File: src/rtl/div_pkg.sv
// -----------------------------------------------------------------------------
// div_pkg
// Shared definitions for the repeated-subtraction divider front end:
//   - state_e     : feeder FSM states, IDLE=0 through DONE=5
//   - DIV_W       : default operand/result width
//   - DIV_TIMEOUT : default WAIT watchdog limit in cycles (>= 2^DIV_W + 8)
//   - DIV_SAT     : all-ones saturation value reported as the quotient on
//                   divide-by-zero and on timeout
// -----------------------------------------------------------------------------
package div_pkg;

  localparam int DIV_W       = 8;
  localparam int DIV_TIMEOUT = 512;

  localparam logic [DIV_W-1:0] DIV_SAT = {DIV_W{1'b1}};

  typedef enum logic [2:0] {
    ST_IDLE   = 3'd0,
    ST_START  = 3'd1,
    ST_LOAD_N = 3'd2,
    ST_LOAD_P = 3'd3,
    ST_WAIT   = 3'd4,
    ST_DONE   = 3'd5
  } state_e;

endpackage

File: src/rtl/div_timeout_ctr.sv
// -----------------------------------------------------------------------------
// div_timeout_ctr
// Watchdog counter for the feeder WAIT state. Counts up from 0 while enabled
// and raises tc_o when the count reaches TIMEOUT-1; it then holds there until
// cleared. Clear has priority over enable.
//
// Ports:
//   Clk    in  clock, rising edge
//   Rst_n  in  asynchronous active-low reset
//   clr_i  in  synchronous clear to 0
//   en_i   in  count enable
//   tc_o   out terminal count (count == TIMEOUT-1)
// -----------------------------------------------------------------------------
module div_timeout_ctr #(
  parameter int TIMEOUT = 512
) (
  input  logic Clk,
  input  logic Rst_n,
  input  logic clr_i,
  input  logic en_i,
  output logic tc_o
);

  localparam int CW = $clog2(TIMEOUT);

  logic [CW-1:0] count_q;
  logic [CW-1:0] count_d;

  assign tc_o = (count_q == CW'(TIMEOUT - 1));

  always_comb begin
    count_d = count_q;
    if (clr_i) begin
      count_d = '0;
    end else if (en_i && !tc_o) begin
      count_d = count_q + 1'b1;
    end
  end

  // NOTE: sequential state uses non-blocking (<=) so every flop samples the
  // values from before the edge, independent of statement order.
  always_ff @(posedge Clk or negedge Rst_n) begin
    if (!Rst_n) begin
      count_q <= '0;
    end else begin
      count_q <= count_d;
    end
  end

endmodule

File: src/rtl/div_operand_feeder.sv
// -----------------------------------------------------------------------------
// div_operand_feeder
// Front-end sequencer for the repeated-subtraction divider. Accepts an
// (n, p) pair on a valid/ready handshake, replays it to the divider as
// Start pulse -> dividend -> divisor on Data_in, waits for Stop, and captures
// quotient/remainder into a held, handshaked result register. A watchdog
// aborts WAIT after TIMEOUT cycles (Out_q = all ones, Out_r = n, Out_to = 1).
//
// Build option:
//   DIV_ZERO_BYPASS_EN - when defined, p == 0 at accept skips the divider and
//                        reports Out_q = all ones, Out_r = n, Out_dz = 1 in the
//                        cycle after accept. When undefined, Out_dz is tied 0
//                        and p == 0 is forwarded (ends by timeout).
//
// Ports:
//   Clk, Rst_n           clock (rising edge), async active-low reset
//   In_valid/In_ready    operand handshake; In_ready is combinational (IDLE)
//   In_n, In_p           dividend, divisor
//   Start, Data_in       to divider: start pulse, serial operand bus
//   Stop, Qw, Nw         from divider: done level, quotient, remainder
//   Out_valid/Out_ready  result handshake
//   Out_q, Out_r         quotient, remainder
//   Out_dz, Out_to       divide-by-zero flag, timeout flag
// All outputs except In_ready are registered.
// -----------------------------------------------------------------------------
module div_operand_feeder
  import div_pkg::*;
#(
  parameter int W       = DIV_W,
  parameter int TIMEOUT = DIV_TIMEOUT
) (
  input  logic         Clk,
  input  logic         Rst_n,
  input  logic         In_valid,
  output logic         In_ready,
  input  logic [W-1:0] In_n,
  input  logic [W-1:0] In_p,
  output logic         Start,
  output logic [W-1:0] Data_in,
  input  logic         Stop,
  input  logic [W-1:0] Qw,
  input  logic [W-1:0] Nw,
  output logic         Out_valid,
  input  logic         Out_ready,
  output logic [W-1:0] Out_q,
  output logic [W-1:0] Out_r,
  output logic         Out_dz,
  output logic         Out_to
);

  localparam logic [W-1:0] SAT = {W{1'b1}};

  state_e       state_q, state_d;
  logic [W-1:0] n_q, n_d;
  logic [W-1:0] p_q, p_d;
  logic         start_q, start_d;
  logic [W-1:0] data_q, data_d;
  logic         valid_q, valid_d;
  logic [W-1:0] q_q, q_d;
  logic [W-1:0] r_q, r_d;
  logic         to_q, to_d;
`ifdef DIV_ZERO_BYPASS_EN
  logic         dz_q, dz_d;
`endif
  logic         wait_tc;

  // Counter runs only in WAIT and restarts from 0 on every entry.
  div_timeout_ctr #(.TIMEOUT(TIMEOUT)) u_timeout (
    .Clk   (Clk),
    .Rst_n (Rst_n),
    .clr_i (state_q != ST_WAIT),
    .en_i  (state_q == ST_WAIT),
    .tc_o  (wait_tc)
  );

  // The divider-facing outputs are registered, so they are computed from the
  // transition being taken: Start rises together with entry into START.
  // NOTE: every signal assigned in this block gets a default first, so no
  // path leaves it unassigned and no latch is inferred.
  always_comb begin
    state_d = state_q;
    n_d     = n_q;
    p_d     = p_q;
    start_d = 1'b0;
    data_d  = data_q;
    valid_d = valid_q;
    q_d     = q_q;
    r_d     = r_q;
    to_d    = to_q;
`ifdef DIV_ZERO_BYPASS_EN
    dz_d    = dz_q;
`endif
    unique case (state_q)
      ST_IDLE: begin
        if (In_valid) begin
          n_d = In_n;
          p_d = In_p;
`ifdef DIV_ZERO_BYPASS_EN
          if (In_p == '0) begin
            state_d = ST_DONE;
            valid_d = 1'b1;
            q_d     = SAT;
            r_d     = In_n;
            dz_d    = 1'b1;
            to_d    = 1'b0;
          end else
`endif
          begin
            state_d = ST_START;
            start_d = 1'b1;
            data_d  = '0;
          end
        end
      end
      ST_START: begin
        state_d = ST_LOAD_N;
        data_d  = n_q;
      end
      ST_LOAD_N: begin
        state_d = ST_LOAD_P;
        data_d  = p_q;
      end
      ST_LOAD_P: begin
        state_d = ST_WAIT;
      end
      ST_WAIT: begin
        // Stop outranks the watchdog when both land in the same cycle.
        if (Stop) begin
          state_d = ST_DONE;
          valid_d = 1'b1;
          q_d     = Qw;
          r_d     = Nw;
          to_d    = 1'b0;
`ifdef DIV_ZERO_BYPASS_EN
          dz_d    = 1'b0;
`endif
        end else if (wait_tc) begin
          state_d = ST_DONE;
          valid_d = 1'b1;
          q_d     = SAT;
          r_d     = n_q;
          to_d    = 1'b1;
`ifdef DIV_ZERO_BYPASS_EN
          dz_d    = 1'b0;
`endif
        end
      end
      ST_DONE: begin
        if (Out_ready) begin
          state_d = ST_IDLE;
          valid_d = 1'b0;
        end
      end
      default: begin
        state_d = ST_IDLE;
        valid_d = 1'b0;
      end
    endcase
  end

  always_ff @(posedge Clk or negedge Rst_n) begin
    if (!Rst_n) begin
      state_q <= ST_IDLE;
      n_q     <= '0;
      p_q     <= '0;
      start_q <= 1'b0;
      data_q  <= '0;
      valid_q <= 1'b0;
      q_q     <= '0;
      r_q     <= '0;
      to_q    <= 1'b0;
`ifdef DIV_ZERO_BYPASS_EN
      dz_q    <= 1'b0;
`endif
    end else begin
      state_q <= state_d;
      n_q     <= n_d;
      p_q     <= p_d;
      start_q <= start_d;
      data_q  <= data_d;
      valid_q <= valid_d;
      q_q     <= q_d;
      r_q     <= r_d;
      to_q    <= to_d;
`ifdef DIV_ZERO_BYPASS_EN
      dz_q    <= dz_d;
`endif
    end
  end

  // State resets to IDLE asynchronously, so In_ready is high during reset.
  assign In_ready  = (state_q == ST_IDLE);
  assign Start     = start_q;
  assign Data_in   = data_q;
  assign Out_valid = valid_q;
  assign Out_q     = q_q;
  assign Out_r     = r_q;
  assign Out_to    = to_q;
`ifdef DIV_ZERO_BYPASS_EN
  assign Out_dz    = dz_q;
`else
  assign Out_dz    = 1'b0;
`endif

endmodule

File: config.mk
export PLATFORM = sky130hd
export DESIGN_NAME = div_operand_feeder
export DESIGN_NICKNAME = d
export VERILOG_FILES = /design/src/rtl/div_pkg.sv /design/src/rtl/div_timeout_ctr.sv /design/src/rtl/div_operand_feeder.sv
export SDC_FILE = /design/constraint.sdc
export NUM_CORES = 1
export LEC_CHECK = 0
export BUFFER_PORTS_ARGS = -buffer_cell sky130_fd_sc_hd__buf_2
export CORE_MARGIN = 2
export CORE_UTILIZATION = 47
export DETAILED_ROUTE_END_ITERATION = 10
export PLACE_DENSITY = 0.72
export SYNTH_ARGS = -nofsm -noshare
export SYNTH_HDL_FRONTEND = slang
export SYNTH_SLANG_ARGS = --single-unit
File: constraint.sdc
create_clock -name Clk -period 2.9 [get_ports Clk]
set_input_delay 0.58 -clock Clk [delete_from_list [all_inputs] [get_ports Clk]]
set_output_delay 0.58 -clock Clk [all_outputs]
set_load 0.005 [all_outputs]
# Word level (Yosys, flattened, before mapping)
# Index checks and enable logic that the tools add are counted.
# Widths: inputs -> output; s select.
# classes
n_eq_ne,10
reduce_logical,12
muxes,20
add_sub_neg,1
n_bitwise,1
# ops
op,n
$mux 8,5
$pmux 8 s3,1
$mux 9,2
$pmux 3 s6,1
$mux 3,4
$add 9x1->9 const B,1
$eq 9x9->1 const B,1
$eq 3x2->1 const B,2
$eq 3x3->1 const B,2
$mux 1,6
$ne 3x3->1 const B,2
$reduce_and 2->1,3
$reduce_and 3->1,2
$ne 2x2->1 const B,2
$reduce_bool 2->1,2
$reduce_or 4->1,1
$eq 3x1->1 const B,1
$logic_not 3->1,1
$pmux 1 s3,1
$reduce_bool 3->1,1
$logic_and 1x1->1,1
$logic_not 1->1,1
$not 1->1,1
# word_totals
regBits,55

# Longest topological paths before layout
# Gate-level depths: netlist of run 1.
# logic_depth
depth_word,5
mapped_depth,8
depth_no_buf,7

# Modules after synthesis
# A second synthesis of run 1 with hierarchy kept.
# unflattened
cells_unflattened,181
hier_area_um2,2514.9
# modules_own_cells
mod,cells_each,seq_area_each_um2,area_per_inst_um2,n_inst
div_operand_feeder,136,1151.1,2058.2,1
div_timeout_ctr,45,225.2,456.7,1

# Worst setup path after synthesis of run 1
# Ideal clock, no wire load.
# synth_timing
path_type,reg-to-reg
startpoint,register u_timeout.count_q[0]
endpoint,"register q_q[0], in the netlist Out_q[0]"
synth_period_minus_slack_ns,1.888
setup_slack_ns,1.012
arrival_time_ns,1.767
path_stages_with_launch,9
setup_ns,0.121
cell_sequence,dfrtp_1 > ha_1 > nand3_1 > nor2_1 > ha_1 > buf_2 > nor2_1 > nor2_8 > o22a_1
# synth_via
elab_chain_len,3
# synth_lines
item,line_no,source
start: declaration,div_timeout_ctr.sv:26,logic [CW-1:0] count_q;
start signal: assignment,div_timeout_ctr.sv:46,count_q <= count_d;
$eq 9x9->1,div_timeout_ctr.sv:29,assign tc_o = (count_q == CW'(TIMEOUT - 1));
$reduce_bool 2->1 (no line),n/a,
$reduce_and 2->1 (no line),n/a,
end signal: assignment,div_operand_feeder.sv:182,q_q <= q_d;
end: declaration,div_operand_feeder.sv:59,"logic [W-1:0] q_q, q_d;"
# No other way between the ends.
# A chain may end at the register's enable or synchronous reset.

# Final worst setup path of run 1
# layout_timing
startpoint,register u_timeout.count_q[0]
endpoint,"register q_q[1], in the netlist Out_q[1]"
# Same word-level chain as after synthesis.

==> impl_metrics.prom, run 1 <==
# TYPE chip_impl_metric gauge
chip_impl_metric{name="ys_seq_area_frac",unit=""} 0.5522
chip_impl_info{name="synth.most_common_cell",value="sky130_fd_sc_hd__dfrtp_1"} 1
chip_impl_info{name="synth.cells.most_frequent",value="sky130_fd_sc_hd__dfrtp_1, sky130_fd_sc_hd__o21ai_0, sky130_fd_sc_hd__mux2i_1"} 1
chip_impl_metric{name="yosysWarningCount",unit=""} 0
chip_impl_info{name="dominantRegCellSynth",value="sky130_fd_sc_hd__dfrtp_1"} 1
chip_impl_metric{name="hold_slack",unit="ps"} 339.1
chip_impl_metric{name="detail-route-antenna-nets",unit=""} 0
chip_impl_metric{name="die_area",unit="µm²"} 5901
chip_impl_metric{name="ff2ff_setup_slack",unit="ps"} 890
chip_impl_metric{name="synth_fp_nets",unit=""} 237
chip_impl_metric{name="path_clk_slew",unit="ps"} 100
chip_impl_info{name="route.top_layer_used",value="met4"} 1
chip_impl_metric{name="cts_buffers",unit=""} 5
chip_impl_metric{name="post_layout_instance_area",unit="µm²"} 2937
chip_impl_metric{name="synth.ff_latch_count",unit=""} 55
chip_impl_metric{name="drt_first_iter_violations",unit=""} 92
chip_impl_metric{name="max_slew.worst_pin.slew",unit="ps"} 786.6
chip_impl_info{name="rsz0062_at_grt",value="false"} 1
chip_impl_metric{name="num-nets-final",unit=""} 300
chip_impl_metric{name="floorplan.core_area",unit="µm²"} 5107
chip_impl_metric{name="setup_tns",unit="ps"} 0
chip_impl_metric{name="clk-insertion-delay-late",unit="ps"} 310
chip_impl_metric{name="layout_worst_path_cycle_share",unit=""} 0.6946
chip_impl_info{name="status",value="complete, no violations"} 1
chip_impl_metric{name="via_count_of_the_first_global_routing_pass",unit=""} 1690
chip_impl_metric{name="die-height",unit="µm"} 76.82
chip_impl_metric{name="synth_area_per_cell",unit="µm²"} 12.59
chip_impl_metric{name="post_detailed_route_drc_marker_count",unit=""} 0
chip_impl_metric{name="wire_length_the_detailed_router_placed_on_met1",unit="µm"} 2335
chip_impl_metric{name="period_minus_slack",unit="ps"} 2014
chip_impl_metric{name="core.rowCount",unit=""} 26
chip_impl_metric{name="cts.repair_timing.setup_buffer_count",unit=""} 0
chip_impl_metric{name="placement.cell_area",unit="µm²"} 2843
chip_impl_info{name="cts_tree",value="done"} 1
chip_impl_metric{name="mappedNetlistArea",unit="µm²"} 2492
chip_impl_metric{name="internal-power",unit="mW"} 1.804
chip_impl_metric{name="grt_util_all_layers",unit=""} 0.1757
chip_impl_metric{name="cts-resized-gates",unit=""} 0
chip_impl_metric{name="p_sw",unit="mW"} 0.9165
chip_impl_metric{name="n_fill_cell",unit=""} 456
chip_impl_metric{name="synth_top_area_share",unit=""} 0.5522
chip_impl_metric{name="initial_core_utilization",unit=""} 0.4880
chip_impl_metric{name="drive_gt1_frac",unit=""} 0.3779
chip_impl_metric{name="final_max_slew_viol_count",unit=""} 0
chip_impl_info{name="timing.critical_path.from_type",value="flip-flop"} 1
chip_impl_metric{name="avgViaCountPerCell",unit=""} 5.319
chip_impl_metric{name="total_power",unit="mW"} 2.721
chip_impl_info{name="hold_class",value="in -> async"} 1
chip_impl_info{name="clk_root_buffer_cell",value="sky130_fd_sc_hd__clkbuf_8"} 1
chip_impl_metric{name="die_x",unit="µm"} 76.82
chip_impl_metric{name="synth_cells",unit=""} 198
chip_impl_metric{name="fmax",unit="GHz"} 0.4964
chip_impl_metric{name="clock_sink_count",unit=""} 55
chip_impl_metric{name="area.growth.synth_to_final",unit="%"} 17.82
chip_impl_metric{name="routabilityCongestion",unit=""} 0.7923
chip_impl_metric{name="power_density",unit="nW/µm²"} 926.6
chip_impl_metric{name="synth_async_sr_flop_share",unit=""} 1.000
chip_impl_info{name="timing_worst_setup_path_type",value="reg -> reg"} 1
chip_impl_metric{name="cts_hold_repair.buffers",unit=""} 0
chip_impl_metric{name="ys_types",unit=""} 41
chip_impl_metric{name="detailroute.wirelength.met3",unit="µm"} 305
chip_impl_metric{name="detail_route.first_pass.iterations",unit=""} 4
chip_impl_metric{name="critical_path_peak_fanout",unit=""} 10
chip_impl_metric{name="fin_util",unit=""} 0.5750
chip_impl_metric{name="seq_power_share",unit=""} 0.486
chip_impl_metric{name="floorplan.io_pins",unit=""} 66
chip_impl_metric{name="ir_worst_vdd",unit="V"} 0.0004842
chip_impl_metric{name="dpl.hpwl",unit="µm"} 3556
chip_impl_metric{name="final-setup-viol-count",unit=""} 0
chip_impl_metric{name="maximum_capacitance_violations",unit=""} 0
chip_impl_metric{name="cts-htree-levels",unit=""} 2
chip_impl_metric{name="cts_buffer_depth",unit=""} 2
chip_impl_metric{name="finalWirelength",unit="µm"} 4958
chip_impl_metric{name="max_slew_margin_vs_limit",unit=""} 0.4756
chip_impl_metric{name="cp.required",unit="ps"} 3100
chip_impl_metric{name="insertedDiodeCount",unit=""} 0
chip_impl_metric{name="cp.arrival",unit="ps"} 2210
chip_impl_metric{name="grt_pass1_wl",unit="µm"} 8211
chip_impl_metric{name="vias",unit=""} 1766
chip_impl_metric{name="remaining_global_route_overflow",unit=""} 0
chip_impl_info{name="synth_largest_area_cell",value="sky130_fd_sc_hd__dfrtp_1"} 1
chip_impl_metric{name="met2_wirelength",unit="µm"} 2277
chip_impl_metric{name="largest_net_degree_at_the_start_of_global_routing",unit=""} 37
chip_impl_metric{name="timing_hold_violations_final",unit=""} 0
chip_impl_metric{name="comb_power_share",unit=""} 0.354
chip_impl_info{name="endpoint_kind",value="flip-flop"} 1
chip_impl_metric{name="sw_frac_of_total",unit=""} 0.3368
chip_impl_metric{name="wl_per_cell",unit="µm"} 14.93
chip_impl_metric{name="antenna_violations_before_repair",unit=""} 0
chip_impl_metric{name="synth-edff-count",unit=""} 0
chip_impl_metric{name="io_buffer_count",unit=""} 64
chip_impl_metric{name="p_leak",unit="nW"} 1.421
chip_impl_info{name="synth.area.top_cells",value="sky130_fd_sc_hd__dfrtp_1, sky130_fd_sc_hd__mux2_4, sky130_fd_sc_hd__mux2i_1"} 1
chip_impl_metric{name="fin_skew",unit="ps"} 10.48
chip_impl_metric{name="power.share.clock",unit=""} 0.160
==> layout by cell type, fill, tap and decap left out, types with 2 or more instances in the layout <==
cell type	count
sky130_fd_sc_hd__dfrtp_1	55
sky130_fd_sc_hd__a22o_1	7
sky130_fd_sc_hd__inv_6	2
sky130_fd_sc_hd__o21ai_1	2
sky130_fd_sc_hd__buf_2	64
sky130_fd_sc_hd__xor2_1	3
sky130_fd_sc_hd__mux2i_1	10
sky130_fd_sc_hd__buf_4	3
sky130_fd_sc_hd__nand3_1	3
sky130_fd_sc_hd__nand2_1	5
sky130_fd_sc_hd__a21oi_1	9
sky130_fd_sc_hd__nor2_1	9
sky130_fd_sc_hd__o21ai_0	18
sky130_fd_sc_hd__ha_1	2
sky130_fd_sc_hd__nand3b_1	9
sky130_fd_sc_hd__mux2_4	9
sky130_fd_sc_hd__nor3b_2	2
sky130_fd_sc_hd__o22a_1	2
sky130_fd_sc_hd__mux2_2	7
sky130_fd_sc_hd__or3_1	3
sky130_fd_sc_hd__clkbuf_8	5
sky130_fd_sc_hd__a21o_1	8
sky130_fd_sc_hd__o21a_1	6
==> power groups by stage <==
| stage | Clock (mW) | Combinational, mW | Sequential (mW) |
|---|---|---|---|
| floorplan | 0 | 0.718 | 1.26 |
| global placement | 0 | 0.942 | 1.33 |
| detailed placement | 0 | 0.975 | 1.33 |
| CTS | 0.454 | 0.980 | 1.32 |
| global route | 0.499 | 1.07 | 1.37 |
| finish | 0.435 | 0.964 | 1.32 |
==> worst max-delay path, stage by stage, from the launching register on <==
cell and delay, ps:
sky130_fd_sc_hd__dfrtp_1 430, sky130_fd_sc_hd__ha_1 230, sky130_fd_sc_hd__nand3_1 80, sky130_fd_sc_hd__nor2_1 50, sky130_fd_sc_hd__ha_1 310, sky130_fd_sc_hd__nor2_1 300, sky130_fd_sc_hd__buf_4 230, sky130_fd_sc_hd__nor2_8 50
sky130_fd_sc_hd__o22a_1 230
==> per-stage QoR <==
stage                     instances  setup slack [ps]
after global placement          324             990.3
after global routing            332             758.9
after floorplan                 198              1012
after CTS                       332             892.1
final                           332             885.5
after detailed placement        324             906.7
==> worst paths after layout <==
kind                                                  start                                to  cells after the start
min                                                   Rst_n  u_timeout.count_q[4]$_DFFE_PN0P_                      1
min reg2reg                          Data_in[4]$_DFFE_PN0P_            Data_in[4]$_DFFE_PN0P_                      1
min in group Clk                                      Qw[0]              Out_q[0]$_DFFE_PN0P_                      2
max in group asynchronous                             Rst_n                n_q[2]$_DFFE_PN0P_                      2
max reg2reg                u_timeout.count_q[0]$_DFFE_PN0P_              Out_q[1]$_DFFE_PN0P_                      8
max                        u_timeout.count_q[0]$_DFFE_PN0P_              Out_q[1]$_DFFE_PN0P_                      8
==> flip-flops by register name (all words and copies together) (netlist names) <==
name	flops
state_q	3
Start	1
Out_r	8
n_q	8
Out_to	1
Out_valid	1
u_timeout.count_q	9
p_q	8
Data_in	8
Out_q	8
==> routing by layer <==
metal | vias to the layer above | GRT usage
met5 | - | 0
met4 | 0 | 0.04000
met3 | 5 | 0.06706
met2 | 50 | 0.2553
met1 | 873 | 0.2500
li1 | 838 | -
==> layout make-up <==
class	instances	area, µm²	share of cell area
clock buffer	5	68.82	0.02343
clock inverter	3	25.02	0.008522
inverter	1	3.754	0.001278
multi-input combinational	131	1032	0.3515
sequential	55	1376	0.4687
tap	70	87.58	0.02983
timing repair buffer	67	342.8	0.1167
==> kinds of logic after synthesis <==
family | count (synthesis) | share of synthesized area
simple gates | 41 | 0.1119
flops | 55 | 0.5522
fa+ha+maj | 2 | 0.01004
xor+xnor | 4 | 0.01406
compound gates | 57 | 0.1506
other cells | 1 | 0.001505
buf+inv | 12 | 0.03363
mux | 26 | 0.1260
Power figures use the tool's default switching activity.
==> run 2: changes to the inputs <==
clock period = 2.03 ns   (was 2.9 ns; I/O delays follow)
==> impl_metrics.prom, run 2 (synthesis results as in run 1) <==
# TYPE chip_impl_metric gauge
chip_impl_info{name="endpoint_kind",value="flip-flop"} 1
chip_impl_metric{name="layout_worst_path_cycle_share",unit=""} 0.9024
chip_impl_metric{name="die-height",unit="µm"} 76.82
chip_impl_metric{name="area.growth.synth_to_final",unit="%"} 19.28
chip_impl_metric{name="sw_frac_of_total",unit=""} 0.3255
chip_impl_info{name="layout_commonest_cell",value="sky130_fd_sc_hd__buf_2"} 1
chip_impl_metric{name="setup_tns",unit="ps"} 0
chip_impl_metric{name="comb_power_share",unit=""} 0.366
chip_impl_metric{name="num-nets-final",unit=""} 303
chip_impl_metric{name="drt_first_iter_violations",unit=""} 67
chip_impl_metric{name="floorplan.core_area",unit="µm²"} 5107
chip_impl_info{name="hold_class",value="in -> async"} 1
chip_impl_metric{name="final_max_slew_viol_count",unit=""} 0
chip_impl_info{name="cp_slowest_cell",value="sky130_fd_sc_hd__dfrtp_1"} 1
chip_impl_metric{name="cts-resized-gates",unit=""} 0
chip_impl_metric{name="path_clk_slew",unit="ps"} 100
chip_impl_info{name="timing.critical_path.from_type",value="flip-flop"} 1
chip_impl_metric{name="fin_skew",unit="ps"} 8.923
chip_impl_metric{name="routabilityCongestion",unit=""} 0.7848
chip_impl_metric{name="detail-route-antenna-nets",unit=""} 0
chip_impl_metric{name="p_leak",unit="nW"} 1.444
chip_impl_metric{name="largest_reg_flops",unit=""} 9
chip_impl_metric{name="placement.cell_area",unit="µm²"} 2878
chip_impl_metric{name="internal-power",unit="mW"} 2.638
chip_impl_metric{name="grt_pass1_wl",unit="µm"} 8266
chip_impl_metric{name="cp.required",unit="ps"} 2230
chip_impl_info{name="reg2reg_from",value="u_timeout.count_q[0]$_DFFE_PN0P_"} 1
chip_impl_metric{name="floorplan.io_pins",unit=""} 66
chip_impl_metric{name="finalWirelength",unit="µm"} 4952
chip_impl_metric{name="largest_net_degree_at_the_start_of_global_routing",unit=""} 37
chip_impl_metric{name="insertedDiodeCount",unit=""} 0
chip_impl_metric{name="critical_path_peak_fanout",unit=""} 9
chip_impl_metric{name="avgViaCountPerCell",unit=""} 5.301
chip_impl_metric{name="clk-insertion-delay-late",unit="ps"} 310
chip_impl_metric{name="cp.arrival",unit="ps"} 2030
chip_impl_metric{name="initial_core_utilization",unit=""} 0.4880
chip_impl_info{name="critPathTopFamily",value="flip-flops"} 1
chip_impl_metric{name="max_slew_margin_vs_limit",unit=""} 0.5665
chip_impl_metric{name="cts.repair_timing.setup_buffer_count",unit=""} 0
chip_impl_metric{name="drive_gt1_frac",unit=""} 0.3811
chip_impl_metric{name="cts_buffers",unit=""} 5
chip_impl_metric{name="remaining_global_route_overflow",unit=""} 0
chip_impl_info{name="crit_start",value="u_timeout.count_q[0]$_DFFE_PN0P_"} 1
chip_impl_metric{name="wl_per_cell",unit="µm"} 14.78
chip_impl_info{name="largest_register_by_flop_count",value="u_timeout.count_q"} 1
chip_impl_info{name="cp_cell_sequence",value="ha_1 > nand3_1 > nor2_1 > ha_1 > buf_4 > nor2_1 > buf_4 > nor2_8 > o22a_1"} 1
chip_impl_metric{name="max_slew.worst_pin.slew",unit="ps"} 646.4
chip_impl_metric{name="biggest_cell_delay_along_the_critical_path",unit="ps"} 430
chip_impl_metric{name="fmax",unit="GHz"} 0.5459
chip_impl_metric{name="antenna_violations_before_repair",unit=""} 0
chip_impl_metric{name="maximum_capacitance_violations",unit=""} 0
chip_impl_info{name="timing_worst_setup_path_type",value="reg -> reg"} 1
chip_impl_metric{name="core.rowCount",unit=""} 26
chip_impl_metric{name="period_minus_slack",unit="ps"} 1832
chip_impl_info{name="clk_root_buffer_cell",value="sky130_fd_sc_hd__clkbuf_8"} 1
chip_impl_metric{name="timing_hold_violations_final",unit=""} 0
chip_impl_metric{name="dpl.hpwl",unit="µm"} 3574
chip_impl_metric{name="clock_sink_count",unit=""} 55
chip_impl_metric{name="via_count_of_the_first_global_routing_pass",unit=""} 1720
chip_impl_metric{name="power.share.clock",unit=""} 0.160
chip_impl_metric{name="grt_util_all_layers",unit=""} 0.1765
chip_impl_info{name="top_library_cells_by_usage_in_the_layout_fill_and_taps_aside",value="sky130_fd_sc_hd__buf_2, sky130_fd_sc_hd__dfrtp_1, sky130_fd_sc_hd__o21ai_0"} 1
chip_impl_metric{name="critical_path_buf_inv_count",unit=""} 2
chip_impl_metric{name="die_x",unit="µm"} 76.82
chip_impl_metric{name="post_detailed_route_drc_marker_count",unit=""} 0
chip_impl_metric{name="cts-htree-levels",unit=""} 2
chip_impl_metric{name="ir_worst_vdd",unit="V"} 0.0006571
chip_impl_metric{name="die_area",unit="µm²"} 5901
chip_impl_metric{name="cts_buffer_depth",unit=""} 2
chip_impl_metric{name="io_buffer_count",unit=""} 64
chip_impl_metric{name="p_sw",unit="mW"} 1.273
chip_impl_metric{name="seq_power_share",unit=""} 0.474
chip_impl_info{name="rsz0062_at_grt",value="false"} 1
chip_impl_metric{name="power_density",unit="nW/µm²"} 1315
chip_impl_info{name="cts_tree",value="done"} 1
chip_impl_metric{name="post_layout_instance_area",unit="µm²"} 2973
chip_impl_metric{name="hold_slack",unit="ps"} 56.91
chip_impl_info{name="status",value="complete, no violations"} 1
chip_impl_metric{name="cts_hold_repair.buffers",unit=""} 0
chip_impl_metric{name="detail_route.first_pass.iterations",unit=""} 4
chip_impl_metric{name="n_fill_cell",unit=""} 451
chip_impl_metric{name="vias",unit=""} 1776
chip_impl_metric{name="final-setup-viol-count",unit=""} 0
==> run 2: cell types whose count changed in the layout (fill, tap and decap cells not counted), sizes merged <==
cell      delta
buf          +3
clkbuf       +2
clkinvlp     -1
inv          -2
clkinv       +1
==> run 2: worst reg2reg max path: cells and delay by family (launching register included) <==
kind | cells | cell delay [ps]
flops | 1 | 430
compound gates | 1 | 220
buf+inv | 2 | 360
simple gates | 4 | 280
fa+ha+maj | 2 | 440
==> run 2: layout make-up <==
cell class | count | area, µm² | area share
clock buffer | 7 | 86.33 | 0.02904
clock inverter | 1 | 8.758 | 0.002946
inverter | 1 | 3.754 | 0.001263
multi-input combinational | 131 | 1032 | 0.3472
sequential | 55 | 1376 | 0.4630
tap | 70 | 87.58 | 0.02946
timing repair buffer | 70 | 377.9 | 0.1271
==> run 2: worst paths after layout <==
| path | slack [ps] | endpoint | cells after the start |
|---|---|---|---|
| min reg2reg | 480 | Data_in[3]$_DFFE_PN0P_ | 1 |
| min | 60 | p_q[6]$_DFFE_PN0P_ | 1 |
| min in group Clk | 310 | Out_q[0]$_DFFE_PN0P_ | 2 |
| max reg2reg | 200 | Out_q[1]$_DFFE_PN0P_ | 9 |
| max | 200 | Out_q[1]$_DFFE_PN0P_ | 9 |
| max in group asynchronous | 1420 | Data_in[1]$_DFFE_PN0P_ | 2 |
==> run 2: stage by stage <==
stage	setup WS, ps	power, mW	instances	utilization
after floorplan	141.7	2.827	198	-
after global placement	276.3	3.288	327	0.5634
after detailed placement	198.9	3.327	327	0.5634
after CTS	184.8	3.959	335	0.5821
after global routing	33.32	4.192	335	0.5821
final	198.2	3.910	335	0.5821
==> run 2: power by group through the flow <==
stage                     combinational [mW]  clock [mW]  sequential [mW]
after floorplan                         1.03           0             1.80
final                                   1.43       0.625             1.85
after detailed placement                1.45           0             1.88
after global placement                  1.42           0             1.87
after CTS                               1.46       0.645             1.86
after global routing                    1.58       0.690             1.93
==> run 2: layer usage <==
layer	up-vias	track usage	part of all wire
li1	845	-	-
met1	867	0.2350	0.46
met2	57	0.2825	0.46
met3	7	0.05059	0.064
met4	0	0.05091	0.011
met5	-	0	0
==> run 3: changes to the inputs <==
CORE_UTILIZATION = 52   (was 47)
PLACE_DENSITY = 0.79   (was 0.72)
==> impl_metrics.prom, run 3 (synthesis results as in run 1) <==
# TYPE chip_impl_metric gauge
chip_impl_metric{name="period_minus_slack",unit="ps"} 1910
chip_impl_metric{name="power.share.clock",unit=""} 0.158
chip_impl_metric{name="setup_tns",unit="ps"} 0
chip_impl_metric{name="largest_reg_flops",unit=""} 9
chip_impl_info{name="critPathTopFamily",value="simple AND/OR/NAND/NOR gates"} 1
chip_impl_info{name="reg2reg_from",value="u_timeout.count_q[0]$_DFFE_PN0P_"} 1
chip_impl_metric{name="drt_first_iter_violations",unit=""} 72
chip_impl_metric{name="ir_worst_vdd",unit="V"} 0.0008534
chip_impl_metric{name="critical_path_buf_inv_count",unit=""} 0
chip_impl_metric{name="drive_gt1_frac",unit=""} 0.3849
chip_impl_metric{name="layout_worst_path_cycle_share",unit=""} 0.9411
chip_impl_metric{name="ff2ff_path_depth",unit=""} 7
chip_impl_metric{name="die-height",unit="µm"} 73.23
chip_impl_metric{name="cp_depth",unit=""} 7
chip_impl_metric{name="dpl.hpwl",unit="µm"} 3467
chip_impl_metric{name="p_leak",unit="nW"} 1.436
chip_impl_metric{name="initial_core_utilization",unit=""} 0.5348
chip_impl_metric{name="io_buffer_count",unit=""} 64
chip_impl_metric{name="grt_pass1_wl",unit="µm"} 7824
chip_impl_info{name="cts_tree",value="done"} 1
chip_impl_metric{name="area.growth.synth_to_final",unit="%"} 18.37
chip_impl_metric{name="avgViaCountPerCell",unit=""} 5.549
chip_impl_metric{name="cts-resized-gates",unit=""} 0
chip_impl_metric{name="insertedDiodeCount",unit=""} 0
chip_impl_metric{name="cts_buffers",unit=""} 5
chip_impl_metric{name="cts_hold_repair.buffers",unit=""} 0
chip_impl_info{name="endpoint_kind",value="flip-flop"} 1
chip_impl_metric{name="die_area",unit="µm²"} 5363
chip_impl_metric{name="cts_buffer_depth",unit=""} 2
chip_impl_metric{name="comb_power_share",unit=""} 0.359
chip_impl_info{name="clk_root_buffer_cell",value="sky130_fd_sc_hd__clkbuf_8"} 1
chip_impl_metric{name="cp.arrival",unit="ps"} 2150
chip_impl_metric{name="final_max_slew_viol_count",unit=""} 0
chip_impl_metric{name="p_sw",unit="mW"} 1.282
chip_impl_info{name="layout_commonest_cell",value="sky130_fd_sc_hd__buf_2"} 1
chip_impl_metric{name="seq_power_share",unit=""} 0.484
chip_impl_metric{name="detail-route-antenna-nets",unit=""} 0
chip_impl_metric{name="floorplan.core_area",unit="µm²"} 4661
chip_impl_metric{name="sw_frac_of_total",unit=""} 0.3304
chip_impl_metric{name="clock_sink_count",unit=""} 55
chip_impl_metric{name="floorplan.io_pins",unit=""} 66
chip_impl_metric{name="fin_util",unit=""} 0.6330
chip_impl_metric{name="biggest_cell_delay_along_the_critical_path",unit="ps"} 430
chip_impl_info{name="timing.critical_path.from_type",value="flip-flop"} 1
chip_impl_info{name="cp_common_cell",value="sky130_fd_sc_hd__ha_1"} 1
chip_impl_metric{name="path_clk_slew",unit="ps"} 100
chip_impl_metric{name="routabilityCongestion",unit=""} 0.7925
chip_impl_metric{name="power_density",unit="nW/µm²"} 1315
chip_impl_metric{name="finalWirelength",unit="µm"} 4770
chip_impl_info{name="largest_register_by_flop_count",value="u_timeout.count_q"} 1
chip_impl_metric{name="via_count_of_the_first_global_routing_pass",unit=""} 1665
chip_impl_metric{name="cts.repair_timing.setup_buffer_count",unit=""} 0
chip_impl_info{name="top_library_cells_by_usage_in_the_layout_fill_and_taps_aside",value="sky130_fd_sc_hd__buf_2, sky130_fd_sc_hd__dfrtp_1, sky130_fd_sc_hd__o21ai_0"} 1
chip_impl_metric{name="grt_util_all_layers",unit=""} 0.1939
chip_impl_metric{name="internal-power",unit="mW"} 2.597
chip_impl_info{name="rsz0062_at_grt",value="false"} 1
chip_impl_metric{name="maximum_capacitance_violations",unit=""} 0
chip_impl_metric{name="core.rowCount",unit=""} 25
chip_impl_metric{name="fin_skew",unit="ps"} 5.685
chip_impl_metric{name="placed_cells",unit=""} 311
chip_impl_info{name="crit_start",value="u_timeout.count_q[0]$_DFFE_PN0P_"} 1
chip_impl_metric{name="max_slew.worst_pin.slew",unit="ps"} 549.6
chip_impl_metric{name="clk-insertion-delay-late",unit="ps"} 310
chip_impl_metric{name="cts-htree-levels",unit=""} 2
chip_impl_metric{name="antenna_violations_before_repair",unit=""} 0
chip_impl_metric{name="num-nets-final",unit=""} 303
chip_impl_info{name="status",value="complete, no violations"} 1
chip_impl_metric{name="remaining_global_route_overflow",unit=""} 0
chip_impl_metric{name="vias",unit=""} 1770
chip_impl_info{name="cp_slowest_cell",value="sky130_fd_sc_hd__dfrtp_1"} 1
chip_impl_info{name="cp_cell_sequence",value="ha_1 > nand3_1 > nor2_1 > ha_1 > nand3b_1 > or4_1 > a21oi_1"} 1
chip_impl_metric{name="detail_route.first_pass.iterations",unit=""} 4
chip_impl_metric{name="max_slew_margin_vs_limit",unit=""} 0.6320
chip_impl_metric{name="cp.required",unit="ps"} 2270
chip_impl_info{name="timing_worst_setup_path_type",value="reg -> reg"} 1
chip_impl_metric{name="post_detailed_route_drc_marker_count",unit=""} 0
chip_impl_metric{name="final-setup-viol-count",unit=""} 0
chip_impl_metric{name="final_cell_count_no_fill",unit=""} 319
chip_impl_metric{name="fmax",unit="GHz"} 0.5235
chip_impl_metric{name="critical_path_peak_fanout",unit=""} 7
chip_impl_metric{name="wl_per_cell",unit="µm"} 14.95
chip_impl_metric{name="largest_net_degree_at_the_start_of_global_routing",unit=""} 56
chip_impl_metric{name="die_x",unit="µm"} 73.23
chip_impl_info{name="hold_class",value="in -> async"} 1
chip_impl_metric{name="timing_hold_violations_final",unit=""} 0
[run 3: cell types whose count changed in the layout (fill, tap and decap cells not counted)]
cell                         before  now
sky130_fd_sc_hd__inv_6            0    1
sky130_fd_sc_hd__clkinv_4         1    0
sky130_fd_sc_hd__clkbuf_8         6    5
sky130_fd_sc_hd__clkinvlp_4       0    2
sky130_fd_sc_hd__clkbuf_1         1    0
[run 3: path summary, 6_finish.rpt]
path	to	slack (ps)
hold reg to reg	Data_in[2]$_DFFE_PN0P_	480
max in group asynchronous	n_q[1]$_DFFE_PN0P_	1720
min in group Clk	Out_q[1]$_DFFE_PN0P_	300
hold / removal	Out_q[5]$_DFFE_PN0P_	60
setup reg to reg	u_timeout.count_q[7]$_DFFE_PN0P_	120
setup / recovery	u_timeout.count_q[7]$_DFFE_PN0P_	120
[run 3: worst register-to-register path: stages, from the launching register on]
cell	delay, ps
sky130_fd_sc_hd__dfrtp_1	430
sky130_fd_sc_hd__ha_1	230
sky130_fd_sc_hd__nand3_1	80
sky130_fd_sc_hd__nor2_1	40
sky130_fd_sc_hd__ha_1	260
sky130_fd_sc_hd__nand3b_1	240
sky130_fd_sc_hd__or4_1	410
sky130_fd_sc_hd__a21oi_1	150
[run 3: layer usage]
metal | wire (µm) | global-route usage | vias to the layer above
li1 | - | - | 852
met1 | 2129 | 0.2525 | 865
met2 | 2256 | 0.2973 | 46
met3 | 313 | 0.06768 | 7
met4 | 71 | 0.07613 | 0
met5 | 0 | 0 | -
[run 3: area by class of cell]
type	count	area, µm²
fill	385	1710
sequential	55	1376
multi-input combinational	131	1032
timing repair buffer	70	377.9
clock buffer	5	68.82
tap	54	67.56
clock inverter	3	23.77
inverter	1	3.754
[run 3: stage by stage]
| stage | power [mW] | cell area [µm²] | worst slack, ps | hold WS [ps] |
|---|---|---|---|---|
| after floorplan | 2.827 | 2492 | 141.7 | 110.4 |
| after global placement | 3.266 | 2858 | 217.8 | 424.7 |
| after detailed placement | 3.316 | 2858 | 158.6 | 425.3 |
| after CTS | 3.931 | 2950 | 130.8 | 76.20 |
| after global routing | 4.164 | 2950 | 35.94 | 87.96 |
| final | 3.879 | 2950 | 119.7 | 64.07 |
[run 3: power by group through the flow]
stage,combinational [mW],sequential [mW],clock (mW)
floorplan,1.03,1.80,0
global placement,1.37,1.89,0
detailed placement,1.41,1.90,0
CTS,1.42,1.88,0.633
global route,1.54,1.95,0.673
finish,1.39,1.88,0.612
